$ cat config.mk
export PLATFORM = sky130hd
export DESIGN_NAME = fp_matvec_scheduler
export DESIGN_NICKNAME = d
export VERILOG_FILES = /design/src/rtl/fp_sched_pkg.sv /design/src/rtl/fp_matvec_scheduler.sv
export SDC_FILE = /design/constraint.sdc
export NUM_CORES = 1
export LEC_CHECK = 0
export ABC_AREA = 0
export CAP_MARGIN = 10
export CORE_ASPECT_RATIO = 1.75
export CORE_MARGIN = 5
export CORE_UTILIZATION = 45
export CTS_BUF_LIST = sky130_fd_sc_hd__clkbuf_2
export DETAILED_ROUTE_END_ITERATION = 6
export PLACE_DENSITY = 0.95
export SLEW_MARGIN = 25
export SYNTH_ARGS = -nofsm -noshare
export SYNTH_HDL_FRONTEND = slang
export SYNTH_SLANG_ARGS = --single-unit
export TNS_END_PERCENT = 5
$ cat constraint.sdc
create_clock -name clk -period 5.6 [get_ports clk]
set_input_delay 0.84 -clock clk [delete_from_list [all_inputs] [get_ports clk]]
set_output_delay 0.84 -clock clk [all_outputs]
set_load 0.01 [all_outputs]
$ cat src/rtl/fp_sched_pkg.sv
// Shared types for the FP32 matrix-vector scheduler.
// State encoding, FP32 word type and the ReLU helper.
package fp_sched_pkg;

  typedef logic [31:0] fp32_t;

  localparam fp32_t FP_ZERO = 32'h0;

  typedef enum logic [2:0] {
    IDLE,
    FETCH,
    MUL_ISSUE,
    MUL_WAIT,
    ADD_ISSUE,
    ADD_WAIT,
    EMIT,
    DONE
  } state_t;

  // Any set sign bit clamps, so -0.0 also maps to +0.0.
  function automatic fp32_t relu(input fp32_t x);
    return x[31] ? FP_ZERO : x;
  endfunction

endpackage

$ cat src/rtl/fp_matvec_scheduler.sv
// Sequences one FP32 dot product per row through external mul/add cores.
// Define SCHED_RELU_EN to clamp negative results to +0.0.
module fp_matvec_scheduler
  import fp_sched_pkg::*;
#(
  parameter int VEC_LEN = 16,
  parameter int ROWS    = 16,
  parameter int ADDR_W  = 12
) (
  input  logic              clk,
  input  logic              reset,
  input  logic              start,
  output logic              done,
  output logic [ADDR_W-1:0] vec_addr,
  input  logic [31:0]       vec_data,
  output logic [ADDR_W-1:0] wgt_addr,
  input  logic [31:0]       wgt_data,
  output logic              op_valid,
  input  logic              op_ready,
  output logic [31:0]       op_a,
  output logic [31:0]       op_b,
  input  logic              prod_valid,
  input  logic [31:0]       prod_data,
  output logic              acc_valid,
  input  logic              acc_ready,
  output logic [31:0]       acc_a,
  output logic [31:0]       acc_b,
  input  logic              sum_valid,
  input  logic [31:0]       sum_data,
  output logic              res_valid,
  output logic [31:0]       res_data,
  output logic [7:0]        res_row
);

  localparam logic [7:0] LAST_COL = 8'(VEC_LEN - 1);
  localparam logic [7:0] LAST_ROW = 8'(ROWS - 1);
  localparam logic [ADDR_W-1:0] STRIDE =
    ADDR_W'(VEC_LEN);

  state_t     state;
  state_t     state_n;
  logic       fetch_ph;
  logic [7:0] row;
  logic [7:0] col;
  fp32_t      vec_q;
  fp32_t      wgt_q;
  fp32_t      prod_q;
  fp32_t      acc;
  fp32_t      res_val;
  logic       last_col;
  logic       last_row;

  assign last_col = (col == LAST_COL);
  assign last_row = (row == LAST_ROW);

  assign vec_addr = ADDR_W'(col);
  assign wgt_addr = ADDR_W'(row) * STRIDE
                  + ADDR_W'(col);

  assign op_a    = vec_q;
  assign op_b    = wgt_q;
  assign acc_a   = acc;
  assign acc_b   = prod_q;
  assign res_row = row;

`ifdef SCHED_RELU_EN
  assign res_val = relu(acc);
`else
  assign res_val = acc;
`endif

  always_comb begin
    state_n   = state;
    done      = 1'b0;
    op_valid  = 1'b0;
    acc_valid = 1'b0;
    res_valid = 1'b0;
    res_data  = FP_ZERO;
    unique case (state)
      IDLE: begin
        if (start) state_n = FETCH;
      end
      FETCH: begin
        if (fetch_ph) state_n = MUL_ISSUE;
      end
      MUL_ISSUE: begin
        op_valid = 1'b1;
        if (op_ready) state_n = MUL_WAIT;
      end
      MUL_WAIT: begin
        if (prod_valid) begin
          if (col != 8'd0)  state_n = ADD_ISSUE;
          else if (last_col) state_n = EMIT;
          else               state_n = FETCH;
        end
      end
      ADD_ISSUE: begin
        acc_valid = 1'b1;
        if (acc_ready) state_n = ADD_WAIT;
      end
      ADD_WAIT: begin
        if (sum_valid)
          state_n = last_col ? EMIT : FETCH;
      end
      EMIT: begin
        res_valid = 1'b1;
        res_data  = res_val;
        state_n   = last_row ? DONE : FETCH;
      end
      DONE: begin
        done    = 1'b1;
        state_n = IDLE;
      end
      default: state_n = IDLE;
    endcase
  end

  always_ff @(posedge clk) begin
    if (reset) begin
      state    <= IDLE;
      fetch_ph <= 1'b0;
      row      <= 8'd0;
      col      <= 8'd0;
      vec_q    <= FP_ZERO;
      wgt_q    <= FP_ZERO;
      prod_q   <= FP_ZERO;
      acc      <= FP_ZERO;
    end else begin
      state <= state_n;
      case (state)
        IDLE: begin
          if (start) begin
            row      <= 8'd0;
            col      <= 8'd0;
            fetch_ph <= 1'b0;
          end
        end
        // Phase 0 drives the address, phase 1 takes the read data.
        FETCH: begin
          fetch_ph <= ~fetch_ph;
          if (fetch_ph) begin
            vec_q <= vec_data;
            wgt_q <= wgt_data;
          end
        end
        MUL_WAIT: begin
          if (prod_valid) begin
            prod_q <= prod_data;
            if (col == 8'd0) begin
              acc <= prod_data;
              if (!last_col) col <= col + 8'd1;
            end
          end
        end
        ADD_WAIT: begin
          if (sum_valid) begin
            acc <= sum_data;
            if (!last_col) col <= col + 8'd1;
          end
        end
        EMIT: begin
          col <= 8'd0;
          if (!last_row) row <= row + 8'd1;
        end
        default: ;
      endcase
    end
  end

endmodule

======== Word-level counts from Yosys, hierarchy flattened ========
Cells that the tools add are included.
cells by class
  add/subtract/negate cells ............... 3
  equality and inequality tests ........... 17
  muxes and demuxes ....................... 29
  bitwise operators ....................... 1
  reductions and logical operators ........ 14
operators by type and width
  kind                                            count
  2-to-1 mux 32 bit                               4
  case mux 32 bit (2 select lines)                1
  2-to-1 mux 8 bit                                6
  case mux 8 bit (4 select lines)                 1
  2-to-1 mux 3 bit                                9
  case mux 3 bit (8 select lines)                 1
  adder 8 x 1 -> 8 bit (second input constant)    2
  == test 8 x 4 -> 1 bit (second input constant)  2
  != test 2 bit (second input constant)           8
  case mux 8 bit (2 select lines)                 1
  adder 12 x 8 -> 12 bit                          1
  == test 3 bit (second input constant)           4
  logical NOT 8 bit                               1
  nonzero test 8 bit                              1
  == test 3 x 2 -> 1 bit (second input constant)  2
  AND reduction 2 bit                             3
  AND reduction 6 bit                             1
  nonzero test 2 bit                              3
  2-to-1 mux 1 bit                                5
  AND reduction 5 bit                             1
  AND reduction 4 bit                             1
  nonzero test 4 bit                              1
  == test 3 x 1 -> 1 bit (second input constant)  1
  logical NOT 3 bit                               1
  other kinds (3)                                 3
storage, ports and cells
  flip-flop bits (word level) ............. 148
  input bits .............................. 135
  output and inout port bits .............. 196
  word-level logic and storage cells ...... 72

======== Depth between registers and ports, before layout ========
Gate-level depths: netlist of run 1.
  depth after elaboration ................. 5
  mapped depth ............................ 9
  mapped depth without buffers ............ 7

======== Least setup slack after synthesis of run 1 ========
Ideal clock, no wire load.
  path kind ............................... register to output
  start ................................... register col[4]
  end ..................................... output wgt_addr[10]
  arrival time ............................ 1.666 ns
  required time ........................... 4.760 ns
  path slack .............................. 3.094 ns
  cell stages (with the launch flop) ...... 7
  path buffers ............................ 0
  cell sequence ........................... dfxtp_1 > ha_1 > fa_1 > a21o_1 > a21oi_1 > nand2b_1 > xnor2_1
on the way
  cells in the longest elaborated chain, start to end .. 1
RTL lines
  item                    RTL line                    RTL
  from (decl)             fp_matvec_scheduler.sv:44   logic [7:0] col;
  from (signal assigned)  fp_matvec_scheduler.sv:151  if (!last_col) col <= col + 8'd1;
  from (signal assigned)  fp_matvec_scheduler.sv:158  if (!last_col) col <= col + 8'd1;
  adder 12 x 8 -> 12 bit  fp_matvec_scheduler.sv:58   + ADDR_W'(col);
  to (decl)               fp_matvec_scheduler.sv:16   output logic [ADDR_W-1:0] wgt_addr,
Every way passes these cells.

======== Final worst setup path of run 1 ========
Same ends and word-level chain as after synthesis.

==> impl_results.md, run 1 <==
- Outcome: completed
- Total grt overflow: 0
- Worst reg2reg path depth: 8
- ANT nets after route: 0
- P_int: between 2 and 2.5 mW
- Pleak: 3.70 nW
- Adder-cell share of the synthesized area: under 10%
- Commonest non-fill, non-tap cell in the layout: clkdlybuf4s50_1
- Comb power frac: 32.9%
- DRC: 0
- Die Width: 101 um
- YS warnings: 0
- Fmax: around 0.26 GHz
- DR iter-0 viols: roughly 210
- Final hold vios: 0
- Crit path time final: 3.84 ns
- Post-synthesis mux area share: under 10%
- First-pass GRT wire length: roughly 33000 um
- Synth Instances: between 700 and 800
- Area growth syn-to-layout: 54.0%
- Switching pwr: approximately 1.0 mW
- Post-CTS setup buffers: 0
- Die H: 170 um
- Antenna violations before repair: 1
- Root Buffer: clkbuf_2
- Hold Path Class: reg2reg
- DR pass1 iterations: 5
- Clock sink count: 148
- Routed wire length: ~22000 um
- R2R Path Start: col[0]
- PwrDens: 306 nW/um2
- I/O Pins: between 300 and 400
- Startpoint Class: flop
- DR vias: 6603
- CP endpoint kind: output pin
- Core area: 14400 um2
- Max rail drop VDD: ~0.21 mV
- Dpl hpwl: 16000 um
- Count of different cell masters after synthesis: 57
- Worst slew pin tran: 0.971 ns
- Skew-Pair Late Insertion Delay: 0.68 ns
- Most frequent cells in the layout: clkdlybuf4s50_1, nand2_1, dfxtp_1
- Data required time of the worst path: between 4 and 5 ns
- EDFF count, synth: 0
- Syn Std Cell Area: around 6600 um2
- Cts hold-fix bufs: 0
- Post-Synth XOR/XNOR Area: roughly 1.5%
- Vias per inst: approximately 5.2
- RSZ-0062 raised after global routing: false
- CTS resizes: 0
- Mean Syn Cell Area: 8.42 um2
- Seq pwr share: 42.5%
- Slew headroom: about a third
- Clock Skew: 0.0459 ns
- Layout cells sized above 1: 7.75%
- Clk network pwr share: about a quarter
- CTS buffer count: 17
- Hold_sp: op_a[19]
- Setup total negative slack: 0 ns
- Crit Path Class: reg2out
- Starting density of the core: around 46%
- Fin util: ~70%
- FILL cells: 1092
- Rows: 58
- Seq. cell area: a little under 3000 um2
- Minimum setup slack among reg-to-reg paths: between 2 and 3 ns
- H-tree depth: 4
- Ys async rst share: 0%
- Ys flop type: dfxtp_1
- Crit path arrival time: 3.00 ns
- Largest family of logic cells by synthesized area: simple AND/OR/NAND/NOR gates
- Vias in the first global route: around 6600
- Max-slew violation count: 0
- CTS Buffer Depth: 2
- CTS tree: done
- Total track usage: between 20% and 30%
- Switching share of total power: between 30% and 40%
- Power, Total: slightly above 3 mW
- Nets@finish: between 1000 and 1500
- Clock Pin Slew Worst Setup and Hold Paths: around 0.24 ns
- Final Setup Violations: 0
- Worst hold path endpoint: op_a[19]
- Post-synthesis sequential area ratio: a little under half
- Multi-input gate area: around 3300 um2
- Compound-Gate Fraction of Synth Area: 18.1%
- Hold Path Depth: 2
- Final period utilization: just under 70%
- Routed wire length per instance: 17.0 um
- Die area: around 17000 um2
- Final Wtd Congestion: about 0.9
- Largest net degree at the start of global routing: 84
- Max Cap Violations: 0
- Yosys reg bits: around 150
- Port-buffer cells: 326
- Crit-path max FO: 8
- Simple-gate share of the synthesized area: a little under a quarter
- Reg2reg end: acc_a[8]
synth_stat cells, types with 5 or more instances:
master | n | area share (%)
buf_2 | 19 | 1.4
nor2_1 | 52 | 3.0
o21ai_0 | 10 | 0.76
nand2_1 | 200 | 11
xnor2_1 | 5 | 0.67
and3_1 | 6 | 0.57
xor2_1 | 6 | 0.80
clkbuf_1 | 26 | 1.5
buf_4 | 13 | 1.5
mux2i_1 | 36 | 5.5
ha_1 | 7 | 1.3
a211oi_2 | 28 | 5.3
dfxtp_1 | 148 | 45
a21oi_1 | 110 | 8.4
and2_1 | 35 | 3.3
nor2b_1 | 5 | 0.48
nand3_1 | 6 | 0.46
cell families after synthesis:
group	count (synthesis)
buffers and inverters	68
and+or+nand+nor	332
xor gates and xnor gates	11
other	1
AOI/OAI and AO/OA	177
DFF	148
adders and majority gates	8
muxes	36
how the worst max path moves through the flow:
stage | start | end | slack [ns] | depth (start not counted)
floorplan | col[4] | wgt_addr[10] | 3.09 | 6
global placement | state[2] | res_data[2] | 2.43 | 3
detailed placement | state[2] | res_data[5] | 2.26 | 3
CTS | state[2] | res_data[5] | 1.47 | 3
global route | col[5] | wgt_addr[9] | 1.49 | 7
finish | col[4] | wgt_addr[10] | 1.76 | 7
sequential cells by signal, summed over array words and instances, names as in the netlist:
| signal | count |
|---|---|
| col | 8 |
| acc_a | 32 |
| acc_b | 32 |
| state | 3 |
| op_b | 32 |
| res_row | 8 |
| op_a | 32 |
| fetch_ph | 1 |
power groups by stage:
stage	clock network (mW)	registers (mW)	logic [mW]
global route	0.831	1.34	1.10
global placement	0	1.33	0.993
CTS	0.789	1.31	1.03
floorplan	0	1.34	0.561
finish	0.763	1.32	1.02
detailed placement	0	1.34	1.02
cell type report:
| cell class | count | share of cell area [%] |
|---|---|---|
| repair buffers | 333 | 32.7 |
| multi-input cells | 568 | 32.5 |
| flip-flops and latches | 148 | 29.3 |
| well taps | 180 | 2.22 |
| clock inverters | 13 | 2.19 |
| clock buffers | 18 | 0.890 |
| inverters | 4 | 0.148 |
| diodes | 2 | 0.0494 |
critical path, stage by stage, from the launching register on:
cell,delay (ns)
dfxtp_1,0.46
ha_1,0.27
fa_1,0.40
a21o_1,0.18
a21oi_1,0.21
nand2b_1,0.15
xnor2_1,0.11
clkdlybuf4s50_1,0.55
metal layers:
| layer | wire length, um | track usage (%) | up-vias | share of wire, % |
|---|---|---|---|---|
| li1 | - | - | 3194 | - |
| met1 | 7730 | 25.5 | 3066 | 36 |
| met2 | 11200 | 43.6 | 275 | 52 |
| met3 | 1600 | 6.73 | 68 | 7.4 |
| met4 | 1060 | 12.4 | 0 | 4.9 |
| met5 | 0 | 0 | - | 0 |
through the flow:
step	worst slack (ns)	cell area, um2	instances	hold WS (ns)
2_1_floorplan	3.09	6590	784	0.481
3_3_place_gp	2.43	9810	1233	0.441
3_5_place_dp	2.26	9810	1233	0.445
4_1_cts	1.47	10100	1264	0.469
5_1_grt	1.49	10100	1265	0.486
6_report	1.76	10100	1266	0.466
No activity file was read; power rests on OpenSTA's default activity.
==> run 2: changes to the inputs <==
CORE_UTILIZATION = 38   (was 45)
PLACE_DENSITY = 0.89   (was 0.95)
clock period = 3.3 ns   (was 5.6 ns; I/O delays follow)
==> run 2 against run 1 <==
  * Worst setup slack got worse by 1.6 ns
  * Routed wire length increased by 2.0%
  * Non-clock buffer count increased by 8
  * Global-route usage decreased by 3.4 points
  * Die area increased by 17%
  * Critical path type unchanged
  * Clock power increased by 68%
  * Clock skew decreased by 0.015 ns
  * First-iteration DRC count increased by 4.7%
==> impl_results.md, run 2 (synthesis gave the netlist of run 1 again) <==
- Outcome: completed
- Crit-path max FO: 5 (-3)
- ANT nets after route: 0 (unchanged)
- Data required time of the worst path: 2.80 ns (-1.96 ns)
- Max-slew violation count: 0 (unchanged)
- Die Width: 109 um (+7.9%)
- Area growth syn-to-layout: 56.4%
- Clock Skew: 0.0312 ns (-0.0148 ns)
- Area after DPL: 9940 um2 (+1.4%)
- Final Cell Area: 10300 um2 (+1.6%)
- CP cell instances: ha_1 -> a21o_1 -> a21oi_2 -> nor2b_1 -> o21ai_1 -> xnor2_1 -> clkdlybuf4s50_1
- Hold_sp: reset
- Routed wire length: 22000 um (+2.0%)
- Commonest non-fill, non-tap cell in the layout: clkdlybuf4s50_1
- Hold Path Depth: 2 (unchanged)
- CTS Buffer Depth: 2 (unchanged)
- Root Buffer: clkbuf_2
- Final Wtd Congestion: 0.847 (-4.8%)
- R2R Path Start: col[0]
- First-pass GRT wire length: 32900 um (-0.77%)
- Core area: 17000 um2 (+18%)
- Routed wire length per instance: 16.6 um (-2.2%)
- CTS buffer count: 17 (unchanged)
- PwrDens: 512 nW/um2 (+67%)
- Placed cells: 1285 (+4.2%)
- H-tree depth: 4 (unchanged)
- CP endpoint kind: output pin
- Nets@finish: 1223 (+0.66%)
- Port-buffer cells: 326 (unchanged)
- Most frequent cells in the layout: clkdlybuf4s50_1, nand2_1, dfxtp_1
- Layout Cells excl Fill: 1321 (+4.3%)
- Minimum setup slack among reg-to-reg paths: 1.04 ns (-1.89 ns)
- Layout cells sized above 1: 9.07% (+1.3 points)
- Slowest-stage cell, CP: clkdlybuf4s50_1
- DR pass1 iterations: 4 (-1)
- Starting density of the core: 38.6% (-7.1 points)
- Worst slew pin tran: 0.636 ns (-0.335 ns)
- DR vias: 6542 (-0.92%)
- Dpl hpwl: 16400 um (+2.4%)
- Die H: 184 um (+8.3%)
- Worst hold path endpoint: fetch_ph
- Skew-Pair Late Insertion Delay: 0.70 ns (+0.02 ns)
- Final period utilization: approximately 94%
- Reg2reg end: acc_a[1]
- Pleak: 3.76 nW (+1.6%)
- Clock Pin Slew Worst Setup and Hold Paths: 0.24 ns (about the same)
- Largest net degree at the start of global routing: 77 (-8.3%)
- Die area: 20100 um2 (+17%)
- DRC: 0 (unchanged)
- Crit path arrival time: 2.62 ns (-0.38 ns)
- Rows: 63 (+8.6%)
- Crit path time final: around 3.1 ns
- CTS tree: done
- Crit Path Class: reg2out
- Vias in the first global route: 6312 (-3.7%)
- Max Cap Violations: 0 (unchanged)
- FILL cells: 1444 (+32%)
- Slew headroom: 57.6% (+22 points)
- Total grt overflow: 0 (unchanged)
- Clock sink count: 148 (unchanged)
- Delay of the slowest critical-path stage: 0.55 ns (about the same)
- I/O Pins: 331 (unchanged)
- Startpoint Class: flop
- Total track usage: 21.0% (-3.4 points)
- Final hold vios: 0 (unchanged)
- Cts hold-fix bufs: 0 (unchanged)
- Vias per inst: 4.95 (-5.0%)
- Antenna violations before repair: 1 (unchanged)
- Worst reg2reg path depth: 8 (unchanged)
- Fmax: about 0.32 GHz
- Final Setup Violations: 0 (unchanged)
- DR iter-0 viols: 223 (+4.7%)
- Hold Path Class: in2reg
- Max rail drop VDD: 0.387 mV (+82%)
[run 2: what timing repair did]
item | 4_1_cts | 5_1_grt
cloned | 0 | 0
buffers inserted | 1 | 2
endpoints found under the setup margin | 36 | 3
gates resized for setup | 14 | 2
hold endpoints to repair | 0 | 0
[run 2: cell type report]
| cell class | instances | area (um2) | share of cell area, % |
|---|---|---|---|
| inverter | 4 | 15.0 | 0.146 |
| sequential | 148 | 2980 | 28.9 |
| antenna | 2 | 5.00 | 0.0486 |
| tap | 227 | 284 | 2.76 |
| clock buffer | 19 | 95.1 | 0.924 |
| multi-input combinational | 568 | 3300 | 32.1 |
| timing repair buffer | 341 | 3410 | 33.1 |
| clock inverter | 12 | 204 | 1.98 |
[run 2: layer usage]
layer	vias up	global-route usage, %	routed length, um	part of all wire [%]
met2	258	37.1	11300	51
met3	51	6.47	1750	7.9
met1	3026	21.7	8060	37
li1	3207	-	-	-
met5	-	0	0	0
met4	0	11.2	918	4.2
[run 2: power breakdown]
| group | leakage, nW | internal, mW | total (mW) | switching (mW) |
|---|---|---|---|---|
| Clock | 0.167 | 0.579 | 1.28 | 0.696 |
| Combinational | 2.39 | 0.898 | 1.75 | 0.850 |
| Sequential | 1.20 | 2.02 | 2.24 | 0.223 |
[run 2: critical path, delay by kind of cell, from the launching register on]
kind            cells  cell delay (ns)
compound gates      3             0.49
fa+ha+maj           1             0.29
flops               1             0.40
xor+xnor            1             0.13
simple gates        1             0.08
buf+inv             1             0.55
[run 2: how the worst max path moves through the flow]
stage,from,slack (ns),end,depth (start not counted)
after floorplan,col[4],1.14,wgt_addr[10],6
after global placement,col[4],0.59,wgt_addr[10],7
after detailed placement,col[4],0.57,wgt_addr[10],7
after CTS,col[5],0.04,wgt_addr[11],7
after global routing,col[5],-0.001,wgt_addr[11],7
final,col[5],0.19,wgt_addr[11],7
[run 2: metrics by stage]
step	setup WS (ns)	hold slack (ns)	power [mW]	util, %	setup TNS [ns]
2_1_floorplan	1.14	0.481	3.23	-	0
3_3_place_gp	0.586	0.440	3.98	58.4	0
3_5_place_dp	0.566	0.445	4.03	58.4	0
4_1_cts	0.0400	0.110	5.32	60.3	0
5_1_grt	-0.00103	0.163	5.57	60.4	-0.00103
6_report	0.187	0.222	5.26	60.4	0
==> RTL change (flow settings as in run 2) <==
Build with the macro `SCHED_RELU_EN` defined.
--- a/src/rtl/fp_matvec_scheduler.sv
+++ b/src/rtl/fp_matvec_scheduler.sv
@@ -1,4 +1,6 @@
 // Sequences one FP32 dot product per row through external mul/add cores.
 // Define SCHED_RELU_EN to clamp negative results to +0.0.
+`define SCHED_RELU_EN
+
 module fp_matvec_scheduler
   import fp_sched_pkg::*;
Formal check against the unedited RTL: same outputs for any inputs over 4 cycles, from zero or initial values and one cycle with reset high; that may be too few to reach the edited logic, so the function may still have changed.
==> RTL change against run 2 <==
Critical path depth is 1 lower; worst setup slack better by 0.0040 ns; die area is 1.5% higher; register-to-register slack worse by 0.18 ns; final area hardly changed; sequential cell count stayed put; routed wire length is 10% higher; critical path type unchanged; power is 6.5% higher; area after synthesis is 1.6% higher.
==> RTL change: results (changes against run 2) <==
| Metric | Value |
|---|---|
| Crit Reg-Reg Startpoint | state[0]$_SDFFE_PP0P_ |
| Drt wl/cell | 17.9 microns (+7.3%) |
| Outcome | complete, no violations |
| Worst reg-to-reg path cell count | 7 (-1) |
| Post-synth top cells | 235 x nand2_1, 148 x dfxtp_1, 109 x a21oi_1, 47 x nor2_1, 42 x clkbuf_1 |
| Clock skew | 0.0420 ns (+0.0108 ns) |
| Register area share after synthesis | 0.443 (-0.00709) |
| DRT met1 WL | 8680 microns (+7.7%) |
| Slew HR | 0.425 (-0.151) |
| Reg2reg setup slack | 0.86 ns (-0.18 ns) |
| Final period utilization | 0.942 (-0.00121) |
| M2 GR Usage | 0.409 (+0.0381) |
| Max Fanout on Critical Path | 13 (+8) |
| Routed vias | 7,033 (+7.5%) |
| Leak pwr | 3.55 nW (-5.6%) |
| Nets | 1,258 (+2.9%) |
| Largest net degree at the start of global routing | 95 (+23%) |
| Fillers | 1,513 (+4.8%) |
| R2R Path End | acc_b[11]$_SDFFE_PP0P_ |
| PortBufs | 325 (-0.31%) |
| Peak VDD IR | 0.470 mV (+22%) |
| HPWL Detailed | 18,200 microns (+11%) |
| Pre-Repair DR Iteration Count | 5 (+1) |
| Vias in the first global route | 7,000 (+11%) |
| Setup bufs post-CTS | 0 (-1) |
| # resized after CTS | 20 (+6) |
| Yosys cell types | 50 (-12%) |
| Metal3 WL | 1750 microns (+0.34%) |
| Layout cells sized above 1 | 0.0923 (+0.00162) |
| Critical path arrival | 2.61 ns (about the same) |
RTL change: cells by family after synthesis:
family,synth area share
AO/OA/AOI/OAI,0.203
other,0.000561
adder cells (fa/ha/maj),0.0161
XOR/XNOR,0.0157
AND/OR/NAND/NOR,0.255
multiplexers,0.00449
flip-flops,0.443
buffers and inverters,0.0616
RTL change: per-stage QoR:
step | hold slack, ns | instance area [sq um] | instances | total power [mW]
global route | 0.210 | 10300 | 1359 | 5.94
CTS | 0.191 | 10300 | 1355 | 5.64
detailed placement | 0.447 | 10000 | 1324 | 4.59
finish | 0.280 | 10300 | 1359 | 5.61
floorplan | 0.481 | 6700 | 830 | 3.60
global placement | 0.440 | 10000 | 1324 | 4.53
RTL change: area by class of cell:
type,instances,area (sq um),area share
multi-input combinational,599,3350,0.326
timing repair buffer,341,3400,0.331
clock inverter,13,135,0.0131
antenna,1,2.50,0.000243
sequential,148,2980,0.290
clock buffer,18,90.1,0.00875
inverter,8,33.8,0.00328
tap,231,289,0.0281
RTL change: report_power, final:
group	total, mW	switching, mW	internal [mW]	leakage [nW]
combinational	2.23	1.19	1.04	2.22
sequential	2.34	0.276	2.07	1.20
clock	1.03	0.690	0.343	0.130
RTL change: worst max path at each step:
stage / from / to / cells after the start
2_1_floorplan: col[4]$_SDFFE_PP0P_ / wgt_addr[10] / 6
3_3_place_gp: state[0]$_SDFFE_PP0P_ / res_data[15] / 6
3_5_place_dp: state[0]$_SDFFE_PP0P_ / res_data[20] / 6
4_1_cts: col[5]$_SDFFE_PP0P_ / wgt_addr[9] / 7
5_1_grt: state[0]$_SDFFE_PP0P_ / res_data[23] / 6
6_report: state[0]$_SDFFE_PP0P_ / res_data[23] / 6
